## src/rtl/operand_fetch_pkg.sv

```systemverilog
// Purpose: shared types and constants for the operand fetch stage.
//   N      operand data width
//   WORDS  number of architectural registers tracked by the scoreboard
//   M      register address width
//   opf_state_e   fetch FSM state encoding
//   id_instr_t    decode-side instruction payload
//   ex_payload_t  execute-side operand payload
package operand_fetch_pkg;

  localparam int unsigned N     = 32;
  localparam int unsigned WORDS = 32;
  localparam int unsigned M     = 5;

  typedef enum logic [1:0] {
    IDLE = 2'b00,
    READ = 2'b01,
    HOLD = 2'b10
  } opf_state_e;

  typedef struct packed {
    logic [M-1:0] rs1;
    logic [M-1:0] rs2;
    logic [M-1:0] rd;
    logic         use1;
    logic         use2;
    logic         wrd;
  } id_instr_t;

  typedef struct packed {
    logic [N-1:0] a;
    logic [N-1:0] b;
    logic [M-1:0] rd;
    logic         wrd;
  } ex_payload_t;

  // Operand source priority: r0 / unused source, then writeback bypass, then RF.
  function automatic logic [N-1:0] select_operand(
    input logic [M-1:0] rs,
    input logic         use_src,
    input logic         bypass,
    input logic [N-1:0] wb_data,
    input logic [N-1:0] rf_out
  );
    logic [N-1:0] op;
    if ((rs == '0) || !use_src) begin
      op = '0;
    end else if (bypass) begin
      op = wb_data;
    end else begin
      op = rf_out;
    end
    return op;
  endfunction

endpackage

```

## src/rtl/operand_fetch_if.sv

```systemverilog
// Purpose: decode-side and execute-side handshakes of the operand fetch stage.
//   id_valid/id_ready/id_instr  instruction from decode
//   ex_valid/ex_ready/ex_data   operands towards execute
// Modports: slave = operand fetch stage, master = surrounding pipeline.
interface operand_fetch_if;
  import operand_fetch_pkg::*;

  logic        id_valid;
  logic        id_ready;
  id_instr_t   id_instr;

  logic        ex_valid;
  logic        ex_ready;
  ex_payload_t ex_data;

  modport slave (
    input  id_valid,
    input  id_instr,
    output id_ready,
    output ex_valid,
    output ex_data,
    input  ex_ready
  );

  modport master (
    output id_valid,
    output id_instr,
    input  id_ready,
    input  ex_valid,
    input  ex_data,
    output ex_ready
  );

endinterface

```

## src/rtl/opf_scoreboard.sv

```systemverilog
// Purpose: pending-write scoreboard and per-source hazard detection.
//   clk, rst            clock, asynchronous active-high reset
//   set_en, set_addr    mark a destination pending (execute handshake)
//   clr_en, clr_addr    writeback; clears pending and acts as a bypass
//   rs1/use1, rs2/use2  sources of the instruction being fetched
//   hazard1, hazard2    source must wait (combinational)
module opf_scoreboard
  import operand_fetch_pkg::*;
(
  input  logic         clk,
  input  logic         rst,
  input  logic         set_en,
  input  logic [M-1:0] set_addr,
  input  logic         clr_en,
  input  logic [M-1:0] clr_addr,
  input  logic [M-1:0] rs1,
  input  logic         use1,
  input  logic [M-1:0] rs2,
  input  logic         use2,
  output logic         hazard1,
  output logic         hazard2
);

  logic [WORDS-1:0] pending;
  logic [WORDS-1:0] pending_nxt;

  // Clear first so a same-cycle set of the same bit wins; r0 is never pending.
  always_comb begin
    pending_nxt = pending;
    if (clr_en) begin
      pending_nxt[clr_addr] = 1'b0;
    end
    if (set_en) begin
      pending_nxt[set_addr] = 1'b1;
    end
    pending_nxt[0] = 1'b0;
  end

  always_ff @(posedge clk or posedge rst) begin
    if (rst) begin
      pending <= '0;
    end else begin
      pending <= pending_nxt;
    end
  end

  // A writeback landing on the source this cycle resolves the hazard via bypass.
  assign hazard1 = use1 && (rs1 != '0) && pending[rs1] && !(clr_en && (clr_addr == rs1));
  assign hazard2 = use2 && (rs2 != '0) && pending[rs2] && !(clr_en && (clr_addr == rs2));

endmodule

```

## src/rtl/operand_fetch.sv

```systemverilog
// Purpose: operand fetch stage. Accepts one instruction at a time from decode,
// reads its sources from the register file (waiting on scoreboard hazards,
// bypassing same-cycle writeback data) and presents the operands to execute.
//   clk, rst              clock, asynchronous active-high reset
//   bus                   decode / execute handshakes (slave modport)
//   flush                 drop the instruction currently held
//   wb_we/wb_addr/wb_data writeback port (also the RF write port)
//   rf_r1/rf_r2           RF read addresses (registered captured sources)
//   rf_re1/rf_re2         RF read enables (combinational, depend on hazards)
//   rf_out1/rf_out2       RF read data
module operand_fetch
  import operand_fetch_pkg::*;
(
  input  logic            clk,
  input  logic            rst,
  operand_fetch_if.slave  bus,
  input  logic            flush,
  input  logic            wb_we,
  input  logic [M-1:0]    wb_addr,
  input  logic [N-1:0]    wb_data,
  output logic [M-1:0]    rf_r1,
  output logic [M-1:0]    rf_r2,
  output logic            rf_re1,
  output logic            rf_re2,
  input  logic [N-1:0]    rf_out1,
  input  logic [N-1:0]    rf_out2
);

  opf_state_e  state;
  id_instr_t   instr;
  ex_payload_t ex_q;
  logic        ex_valid_q;

  logic        haz1;
  logic        haz2;
  logic        byp1;
  logic        byp2;
  logic        sb_set;

  assign byp1 = wb_we && (wb_addr == instr.rs1);
  assign byp2 = wb_we && (wb_addr == instr.rs2);

  // Destination becomes pending when execute takes it, unless flushed away.
  assign sb_set = ex_valid_q && bus.ex_ready && !flush && ex_q.wrd && (ex_q.rd != '0);

  opf_scoreboard u_scoreboard (
    .clk      (clk),
    .rst      (rst),
    .set_en   (sb_set),
    .set_addr (ex_q.rd),
    .clr_en   (wb_we),
    .clr_addr (wb_addr),
    .rs1      (instr.rs1),
    .use1     (instr.use1),
    .rs2      (instr.rs2),
    .use2     (instr.use2),
    .hazard1  (haz1),
    .hazard2  (haz2)
  );

  // Decode ready is held low for as long as reset is asserted.
  assign bus.id_ready = (state == IDLE) && !rst;
  assign bus.ex_valid = ex_valid_q;
  assign bus.ex_data  = ex_q;

  assign rf_r1  = instr.rs1;
  assign rf_r2  = instr.rs2;
  assign rf_re1 = (state == READ) && instr.use1 && !haz1;
  assign rf_re2 = (state == READ) && instr.use2 && !haz2;

  // Fetch FSM; flush overrides every state and any same-cycle EX handshake.
  always_ff @(posedge clk or posedge rst) begin
    if (rst) begin
      state      <= IDLE;
      instr      <= '0;
      ex_q       <= '0;
      ex_valid_q <= 1'b0;
    end else if (flush) begin
      state      <= IDLE;
      ex_valid_q <= 1'b0;
    end else begin
      case (state)
        IDLE: begin
          if (bus.id_valid) begin
            instr <= bus.id_instr;
            state <= READ;
          end
        end
        READ: begin
          if (!haz1 && !haz2) begin
            ex_q.a     <= select_operand(instr.rs1, instr.use1, byp1, wb_data, rf_out1);
            ex_q.b     <= select_operand(instr.rs2, instr.use2, byp2, wb_data, rf_out2);
            ex_q.rd    <= instr.rd;
            ex_q.wrd   <= instr.wrd;
            ex_valid_q <= 1'b1;
            state      <= HOLD;
          end
        end
        HOLD: begin
          if (bus.ex_ready) begin
            ex_valid_q <= 1'b0;
            state      <= IDLE;
          end
        end
        default: begin
          state      <= IDLE;
          ex_valid_q <= 1'b0;
        end
      endcase
    end
  end

endmodule
```

## src/flat_wrapper.sv

```systemverilog
// flat-port wrapper written by rule: the top's interface ports become plain ports
module operand_fetch_flat import operand_fetch_pkg::*;
  (clk, rst, flush, wb_we, wb_addr, wb_data, rf_r1, rf_r2, rf_re1, rf_re2, rf_out1, rf_out2, bus_id_valid, bus_id_instr, bus_id_ready, bus_ex_valid, bus_ex_data, bus_ex_ready);
  operand_fetch_if bus_i ();
  input  logic clk;
  input  logic rst;
  input  logic flush;
  input  logic wb_we;
  input  logic [M-1:0] wb_addr;
  input  logic [N-1:0] wb_data;
  output logic [M-1:0] rf_r1;
  output logic [M-1:0] rf_r2;
  output logic rf_re1;
  output logic rf_re2;
  input  logic [N-1:0] rf_out1;
  input  logic [N-1:0] rf_out2;
  input wire logic [$bits(bus_i.id_valid)-1:0] bus_id_valid;
  input wire logic [$bits(bus_i.id_instr)-1:0] bus_id_instr;
  output wire logic [$bits(bus_i.id_ready)-1:0] bus_id_ready;
  output wire logic [$bits(bus_i.ex_valid)-1:0] bus_ex_valid;
  output wire logic [$bits(bus_i.ex_data)-1:0] bus_ex_data;
  input wire logic [$bits(bus_i.ex_ready)-1:0] bus_ex_ready;
  assign bus_i.id_valid = bus_id_valid;
  assign bus_i.id_instr = bus_id_instr;
  assign bus_id_ready = bus_i.id_ready;
  assign bus_ex_valid = bus_i.ex_valid;
  assign bus_ex_data = bus_i.ex_data;
  assign bus_i.ex_ready = bus_ex_ready;
  operand_fetch u_core (.clk(clk), .rst(rst), .bus(bus_i), .flush(flush), .wb_we(wb_we), .wb_addr(wb_addr), .wb_data(wb_data), .rf_r1(rf_r1), .rf_r2(rf_r2), .rf_re1(rf_re1), .rf_re2(rf_re2), .rf_out1(rf_out1), .rf_out2(rf_out2));
endmodule
```

## config.mk

```make
export PLATFORM = sky130hd
export DESIGN_NAME = operand_fetch_flat
export DESIGN_NICKNAME = d
export VERILOG_FILES = /design/src/rtl/operand_fetch_pkg.sv /design/src/rtl/operand_fetch_if.sv /design/src/rtl/opf_scoreboard.sv /design/src/rtl/operand_fetch.sv /design/src/flat_wrapper.sv
export SDC_FILE = /design/constraint.sdc
export NUM_CORES = 1
export LEC_CHECK = 0
export CAP_MARGIN = 10
export CORE_MARGIN = 2
export CORE_UTILIZATION = 42
export CTS_CLUSTER_SIZE = 25
export DETAILED_ROUTE_END_ITERATION = 8
export GPL_TIMING_DRIVEN = 0
export PLACE_DENSITY = 0.78
export SLEW_MARGIN = 20
export SYNTH_ARGS = -nofsm -noshare
export SYNTH_HDL_FRONTEND = slang
export SYNTH_HIERARCHICAL = 1
export SYNTH_SLANG_ARGS = --single-unit
export TNS_END_PERCENT = 5
```

## constraint.sdc

```tcl
create_clock -name clk -period 2.66 [get_ports clk]
set_input_delay 0.266 -clock clk [delete_from_list [all_inputs] [get_ports clk]]
set_output_delay 0.266 -clock clk [all_outputs]
set_load 0.05 [all_outputs]
```

# Word-level counts from Yosys, hierarchy flattened
# Cells that the tools add are included.
# Widths: inputs -> output; s select.
# word_totals
register_bits	122
in_bits	125
output_inout_bits	84
elab_cells	94
# classes
magnitude_cmp	6
n_eq_ne	8
mux	23
bitwise_logic	4
reduce_logical	40
# ops
operator	n
$mux 32	6
$and 32x32->32	1
$not 32->32	1
$or 32x32->32	1
$lt 5x6->1 const B	4
$logic_and 1x1->1	20
$reduce_bool 5->1	3
$reduce_and 3->1	4
$bmux 1 s5	2
$demux 1 s5	2
$eq 5x5->1	2
$ge 5x1->1 const B	2
$logic_not 5->1	2
$ne 3x3->1 const B	3
$logic_not 1->1	8
$mux 2	4
$mux 1	7
$pmux 2 s3	1
$pmux 1 s3	1
$eq 2x1->1 const B	1
$eq 2x2->1 const B	1
$logic_not 2->1	1
$logic_or 1x1->1	2
$ne 2x2->1 const B	1
$not 1->1	1

# Depth between registers and ports, before layout
# Gate-level depths: netlist of run 1.
# logic_depth
depth_word	9
mapped_depth	12

# Cells and area by module
# The synthesis of run 1 kept the hierarchy.
# modules_own_cells
module	n_inst	cells_each	area_per_inst_um2	seq_area_each_um2
operand_fetch	1	394	4484.3	2277.2
opf_scoreboard	1	196	2031.9	775.7

# Worst setup path before layout of run 1
# OpenSTA, ideal clock, no wires.
# synth_path
path_type	register -> output
from	register u_core.instr (netlist bit u_core/rf_r1[2])
to	output port rf_re1
arrival_ns	2.657
required_ns	2.394
setup_slack_ns	-0.263
path_stages_with_launch	7
n_path_buf	1
cell_sequence	dfrtp_1 > buf_6 > mux4_2 > nand2_1 > a21boi_1 > o311a_1 > nor3b_1
# synth_via
elab_chain_cells	6
elab_cells_between_ends	11
classes_between	eq/ne (1); mux (2); reduce/logical (8)
# synth_rtl
element	line_no	rtl
start: declaration	operand_fetch.sv:30	id_instr_t instr;
start signal: assignment	operand_fetch.sv:85	instr <= bus.id_instr;
$bmux 1 s5 (tied with other cells)	opf_scoreboard.sv:48	assign hazard1 = use1 && (rs1 != '0) && pending[rs1] && !(clr_en && (clr_addr == rs1));
$mux 1 (not written as such) or $logic_and 1x1->1 (tied branches)	opf_scoreboard.sv:48	
$logic_and 1x1->1 or $logic_not 1->1 (tied branches)	opf_scoreboard.sv:48	
$logic_and 1x1->1 (*)	opf_scoreboard.sv:48	
named net u_core.haz1	operand_fetch.sv:34	logic haz1;
$logic_not 1->1 (*)	operand_fetch.sv:68	assign rf_re1 = (state == READ) && instr.use1 && !haz1;
$logic_and 1x1->1 (*)	operand_fetch.sv:68	
end: declaration	flat_wrapper.sv:13	output logic rf_re1;
# Mark *: on every way through the listed nets, which the timed path passes. The rest lies on a longest branch. The select of a mux whose other input is x is not followed.

# Worst setup path in the final report of run 1
# layout_path
from	register u_core.instr (netlist bit u_core/rf_r2[2])
to	output port rf_re2
# layout_via
elab_chain_cells	6
elab_cells_between_ends	11
classes_between	eq/ne (1); mux (2); reduce/logical (8)
# layout_rtl
element	line_no	rtl
$bmux 1 s5 (tied with other cells)	opf_scoreboard.sv:49	assign hazard2 = use2 && (rs2 != '0) && pending[rs2] && !(clr_en && (clr_addr == rs2));
$mux 1 (not written as such) or $logic_and 1x1->1 (tied branches)	opf_scoreboard.sv:49	
$logic_and 1x1->1 or $logic_not 1->1 (tied branches)	opf_scoreboard.sv:49	
$logic_and 1x1->1 (*)	opf_scoreboard.sv:49	
named net u_core.haz2	operand_fetch.sv:35	logic haz2;
$logic_not 1->1 (*)	operand_fetch.sv:69	assign rf_re2 = (state == READ) && instr.use2 && !haz2;
$logic_and 1x1->1 (*)	operand_fetch.sv:69	
end: declaration	flat_wrapper.sv:14	output logic rf_re2;
# Marked as above.

==> key figures, run 1 <==
Yosys
  – Syn Nets: 715
  – Async set-or-reset flop fraction in the synthesized netlist: 1.000
  – #FFs+latches synth: 122
  – Syn Std Cell Area: 6516 µm²
  – Top-count cell post-synth: dfrtp_1
  – Ranking of synthesized cells by area: dfrtp_1 47%, mux2i_1 10%, nand2_1 5.2%
  – Gate Count Post-Synth: 590
  – Number of flops mapped to enable cells by yosys: 0
  – Top FF cell, synth: dfrtp_1
  – Yosys top cell area share: 0.4685
  – Synth area leader: dfrtp_1
  – Sequential fraction of the synthesis area: 0.4685
  – Synth top cells by count: 122 x dfrtp_1, 91 x nand2_1, 68 x mux2i_1, 62 x o21ai_0, 34 x o21ai_1
  – Synth warn: 6
  – Syn_area_per_cell: 11.04 µm²
  – Post-synthesis cell type count: 46

Route
  – Initial DRC count: 442
  – Number of vias per cell: 5.529
  – DRT antenna net count: 0
  – Routed vias: 5734
  – DRT Wirelength: 20.60 mm
  – Routed WL per cell: 19.86 µm
  – DR pass1 iterations: 5
  – Post-route DRC violation count: 0

STA
  – Slew HR: 0.4117
  – F_max: 360.4 MHz
  – Setup violations, final: 45
  – RSZ-0062 raised after global routing: true
  – Final Worst Setup Slack: -114.8 ps
  – Final hold violations: 0
  – Skew final: 9.010 ps
  – Setup TNS Final: -704.1 ps
  – Worst Hold Slack: 346.3 ps
  – Final Critical Period: 2775 ps
  – Worst-Margin Slew: 878.7 ps
  – Pins over their slew limit: 0
  – Period utilization: 1.043

Cells and area
  – Design area: 9849 µm²
  – Antenna diodes: 0
  – Area taken by multi-input logic gates: 3196 µm²
  – Layout Cells excl Fill: 1037
  – Synth-to-Final Area Change: 51.15%
  – Final net count: 962
  – Share of layout cells above drive strength 1: 0.2344
  – Reg area: 3062 µm²
  – Fillers: 1164

Global route
  – First-pass GRT wire length: 30.82 mm
  – GR Overflow Total: 0
  – Largest net degree at the start of global routing: 55
  – GR Util All Layers: 0.2463
  – Initial antenna violation count: 0
  – Vias in the first global route: 5748

Clocking
  – H-tree depth: 4
  – CTS Buffer Depth: 2
  – Clk_lat worst skew: 410 ps
  – CTS buffer count: 17
  – CTS tree: built
  – Clock sink count: 122
  – Hold_buf cts: 0
  – Clock transition at path regs: 50 ps
  – Clock root cell: clkbuf_16

Critical path
  – CP Cell Sequence: buf_6 -> or3_2 -> o31ai_2 -> a31oi_1 -> o311a_4 -> nor3b_4 -> buf_6
  – Buf+Inv Stages, Crit Path: 2
  – Cell mode on critical path: buf_6
  – WP data arrival: 2510 ps
  – Crit path max-delay cell type: or3_2
  – Largest fanout on the critical path: 10
  – CP required: 2390 ps
  – CP Class: flip-flop to output pin
  – Max incr delay on CP: 500 ps
  – Startpoint types: flip-flop
  – Crit. End Element: output pin
  – Crit-path leading delay family: simple AND/OR/NAND/NOR gates

Floorplan
  – Die span in y: 128.6 µm
  – Die ar.: 16530 µm²
  – Core area: 15200 µm²
  – Top Ports: 209
  – Die Width: 128.6 µm
  – Row cnt: 45
  – Starting Density: 0.4286

Power
  – Peak supply drop: 0.7094 mV
  – PD cells: 1033 nW/µm²
  – Leakage dissipation: 0.004002 µW
  – Total power: 10170 µW

Place
  – Number of cells after detailed placement: 987
  – Final RePlAce weighted congestion: 0.9202
  – Placed Area: 8869 µm²
  – Dpl hpwl: 14.65 mm
  – Port bufs: 208

Hold path
  – Hold Path Class: input pin to asynchronous set/reset pin

Status
  – Status: complete, but fails checks
  – Failing checks: setup timing

Run
  – Max cap viols: 0
registers in the layout (all words and copies together), names as in the netlist:
signal,cells
u_core/rf_r1,5
u_core/rf_r2,5
u_core/bus.ex_data,70
u_core/state,2
u_core/u_scoreboard/pending,31
u_core/instr,8
u_core/bus.ex_valid,1
cell type report:
| class | instances | share of cell area |
|---|---|---|
| Multi-Input combinational cell | 419 | 0.3244 |
| Tap cell | 188 | 0.02388 |
| Buffer | 43 | 0.05043 |
| Timing Repair Buffer | 228 | 0.2315 |
| Clock inverter | 10 | 0.009654 |
| Clock buffer | 21 | 0.04675 |
| Sequential cell | 122 | 0.3108 |
| Inverter | 6 | 0.002541 |
cells in the final DEF, fill, tap and decap left out, drive strengths merged, types with 6 or more instances in the layout:
cell / synthesis / routed
dfrtp: 122 / 122
nand3b: 14 / 14
mux2: 20 / 20
clkdlybuf4s50: 0 / 206
nand2: 91 / 91
mux2i: 68 / 68
o21ai: 126 / 126
mux4: 12 / 12
buf: 38 / 61
nand3: 6 / 6
inv: 6 / 7
nor2: 10 / 10
or3b: 8 / 8
xor2: 16 / 16
clkbuf: 5 / 25
metrics by stage:
step,setup slack (ps),utilization
finish,-114.8,0.6479
global route,-139.6,0.6479
CTS,-77.13,0.6353
detailed placement,-652.0,0.5834
global placement,-1442,0.5814
floorplan,-262.4,-
power by group:
part	internal [µW]	switching [µW]	leakage (µW)
registers	2430	542	0.00159
clock network	1330	817	0.000258
logic	1980	3080	0.00215
layer usage:
layer  wire length [µm]  vias up  track usage
met3               1579       35      0.06320
met1               8528     2794       0.3225
met5                  0        -            0
met4                428        0      0.08440
li1                   -     2619            -
met2              10060      286       0.4011
kinds of logic after synthesis:
logic type,Yosys count,synth area share
AOI/OAI and AO/OA,147,0.1400
xor gates and xnor gates,20,0.02688
DFF,122,0.4685
buffers and inverters,49,0.06279
muxes,100,0.1839
and+or+nand+nor,152,0.1179
worst paths after layout:
kind,from,end,slack [ps],cells after the start
setup / recovery,u_core/rf_r2[2],rf_re2,-110,7
hold / removal,rst,u_core/instr[4],350,2
setup reg to reg,u_core/rf_r2[2],u_core/bus.ex_data[11],-50,11
hold reg to reg,u_core/instr[0],u_core/bus.ex_data[0],470,2
max in group asynchronous,rst,u_core/rf_r2[3],1650,3
min in group clk,bus_id_instr[9],u_core/rf_r2[1],460,2
what timing repair did:
action | in CTS | in global routing
setup endpoints to repair | 72 | 72
buffers inserted | 16 | 2
cloned | 0 | 1
hold endpoints to repair | 0 | 0
resized for setup | 49 | 49
pin swaps | 9 | 12
Power figures use the tool's default switching activity.
==> inputs of run 2 (changes only) <==
--- a/config.mk
+++ b/config.mk
@@ -8,6 +8,7 @@
 export CAP_MARGIN = 10
 export CORE_MARGIN = 2
 export CORE_UTILIZATION = 42
+export CTS_CLUSTER_DIAMETER = 50
 export CTS_CLUSTER_SIZE = 25
 export DETAILED_ROUTE_END_ITERATION = 8
 export GPL_TIMING_DRIVEN = 0
==> results of run 2 <==
The final DEF is identical to that of run 1; final timing and power are the same.
==> inputs of run 3 (changes only) <==
--- a/config.mk
+++ b/config.mk
@@ -8,11 +8,13 @@
 export CAP_MARGIN = 10
 export CORE_MARGIN = 2
 export CORE_UTILIZATION = 42
+export CTS_BUF_LIST = sky130_fd_sc_hd__clkbuf_16
 export CTS_CLUSTER_DIAMETER = 50
 export CTS_CLUSTER_SIZE = 25
 export DETAILED_ROUTE_END_ITERATION = 8
 export GPL_TIMING_DRIVEN = 0
 export PLACE_DENSITY = 0.78
+export RECOVER_POWER = 50
 export SLEW_MARGIN = 20
 export SYNTH_ARGS = -nofsm -noshare
 export SYNTH_HDL_FRONTEND = slang
==> run 3 against run 2 <==
Net effect: the flow finishes with violations (capacitance limit, slew limit, setup timing); combinational power is essentially flat; fmax grew 1.1%; clock power down 3%.
==> key figures, run 3 (synthesis gave the netlist of run 1 again) <==
Status
  – Status: complete, but fails checks
  – Failing checks: capacitance limit, slew limit, setup timing

Cells and area
  – Design area: 9808 µm² (-0.42%)
  – Synth-to-Final Area Change: 50.52%
  – Antenna diodes: 0 (unchanged)
  – Share of layout cells above drive strength 1: 0.2309 (-0.003534)
  – Most frequent cells in the layout: 204 x clkdlybuf4s50_1, 115 x dfrtp_1, 74 x nand2_1
  – Most common cell after layout, fill and taps aside: clkdlybuf4s50_1
  – Final net count: 962 (unchanged)
  – Max reg flops: 70 (unchanged)

Global route
  – Initial antenna violation count: 0 (unchanged)
  – GR Overflow Total: 0 (unchanged)
  – First-pass GRT wire length: 30.84 mm (about the same)
  – Vias in the first global route: 5737 (-0.19%)
  – Largest net degree at the start of global routing: 55 (unchanged)
  – GR Util All Layers: 0.2465 (about the same)

STA
  – Final Worst Setup Slack: -85.96 ps (+28.86 ps)
  – Skew final: 10.18 ps (+1.175 ps)
  – Worst-Margin Slew: 1603 ps (+723.8 ps)
  – Worst Hold Slack: 457.4 ps (+111.1 ps)
  – RSZ-0062 raised after global routing: true
  – F_max: 364.2 MHz (+1.1%)
  – Final hold violations: 0 (unchanged)
  – Slew HR: -0.07423 (-0.4859)
  – Pins over their slew limit: 39 (+39)
  – Setup violations, final: 10 (-78%)
  – Final Critical Period: 2746 ps (-28.86 ps)
  – Period utilization: 1.032 (-0.01085)

Place
  – Port bufs: 208 (unchanged)
  – Placed Area: 8869 µm² (unchanged)
  – Dpl hpwl: 14.65 mm (unchanged)
  – Final RePlAce weighted congestion: 0.9202 (unchanged)

Route
  – DRT Wirelength: 20.60 mm (about the same)
  – Post-route DRC violation count: 0 (unchanged)
  – Number of vias per cell: 5.535 (+0.10%)
  – DR pass1 iterations: 6 (+1)
  – Initial DRC count: 484 (+9.5%)
  – Routed vias: 5740 (+0.10%)
  – Routed WL per cell: 19.86 µm (about the same)
  – DRT antenna net count: 0 (unchanged)

Clocking
  – CTS tree: built
  – Clk_lat worst skew: 410 ps (about the same)
  – Clock sink count: 122 (unchanged)
  – CTS Buffer Depth: 2 (unchanged)
  – H-tree depth: 4 (unchanged)
  – CTS buffer count: 17 (unchanged)
  – Hold_buf cts: 0 (unchanged)
  – Clock transition at path regs: 50 ps (about the same)
  – Clock root cell: clkbuf_16

Floorplan
  – Die span in y: 128.6 µm (unchanged)
  – Die ar.: 16530 µm² (unchanged)
  – Top Ports: 209 (unchanged)
  – Row cnt: 45 (unchanged)
  – Starting Density: 0.4286 (unchanged)
  – Core area: 15200 µm² (unchanged)
  – Die Width: 128.6 µm (unchanged)

Power
  – PD cells: 1030 nW/µm² (-0.29%)
  – Combinational power share: 0.501 (+0.004)
  – Switching Power: 4433 µW (about the same)
  – Pint: 5669 µW (-1.2%)
  – Sw frac: 0.4388 (+0.002878)
  – Seq pwr share: 0.294 (+0.002)
  – Clock power frac: 0.205 (-0.006)
  – Leakage dissipation: 0.003988 µW (-0.35%)
  – Peak supply drop: 0.7116 mV (+0.30%)

Critical path
  – Startpoint types: flip-flop
  – CP required: 2390 ps (about the same)
  – WP data arrival: 2480 ps (-30 ps)
  – CP Class: flip-flop to output pin
  – Reg-to-reg startpoint: u_core/rf_r2[2]
  – Critical Path Start: u_core/rf_r2[2]
  – Largest fanout on the critical path: 10 (unchanged)
  – Crit. End Element: output pin

Hold path
  – Critical hold path startpoint: bus_id_instr[9]
  – Hold Path Class: input pin to flip-flop

Run
  – Max cap viols: 1 (+1)
## run 3: repair_timing
item	4_1_cts	5_1_grt
gates resized for setup	49	49
cloned	0	1
pin swaps	9	12
setup buffers	16	2
setup endpoints to repair	72	72
## run 3: power groups by stage
stage               combinational, µW  sequential [µW]  clock, µW
finish                           5060             2970       2070
global route                     5300             3050       2190
CTS                              4920             2940       2110
detailed placement               4650             2970          0
global placement                 4590             2950          0
floorplan                        1590             4340          0
## run 3: metrics by stage
step           utilization  total power (µW)  worst slack [ps]  TNS, ps  std cells
2_1_floorplan            -              5934            -262.4   -262.4        590
5_1_grt             0.6452             10540            -139.5    -4411       1037
4_1_cts             0.6340              9966            -77.13   -174.0       1034
3_3_place_gp        0.5814              7534             -1442  -169920        986
3_5_place_dp        0.5834              7628            -652.0   -40110        987
6_report            0.6452             10100            -85.96   -192.5       1037
## run 3: routing by layer
metal | share of wire | routed length, µm | track usage
met5 | 0 | 0 | 0
met4 | 0.022 | 448 | 0.08440
met1 | 0.41 | 8412 | 0.3228
met3 | 0.081 | 1671 | 0.06362
met2 | 0.49 | 10070 | 0.4011
## run 3: worst max-delay path: stages, from the launching register on
cell     delay (ps)
dfrtp_2         430
buf_6           160
or3_2           490
o31ai_2         230
a31oi_1          90
o311a_4         190
nor3b_4         270
buf_6           200
## run 3: path summary, 6_finish.rpt
check	endpoint	slack, ps	cells past startpoint
max in group asynchronous	u_core/rf_r2[2]	350	3
min reg2reg	u_core/bus.ex_data[5]	470	2
min	u_core/rf_r2[1]	460	2
max	rf_re2	-90	7
max reg2reg	u_core/bus.ex_data[11]	-30	11
min in group asynchronous	u_core/u_scoreboard/pending[13]	710	2
## run 3: final cells by class
| cell class | count | area [µm²] |
|---|---|---|
| fill | 1168 | 5394 |
| inverter | 6 | 23.77 |
| buffer | 43 | 496.7 |
| clock buffer | 17 | 425.4 |
| multi-input combinational | 419 | 3196 |
| sequential | 122 | 3062 |
| tap | 188 | 235.2 |
| timing repair buffer | 228 | 2260 |
| clock inverter | 14 | 110.1 |
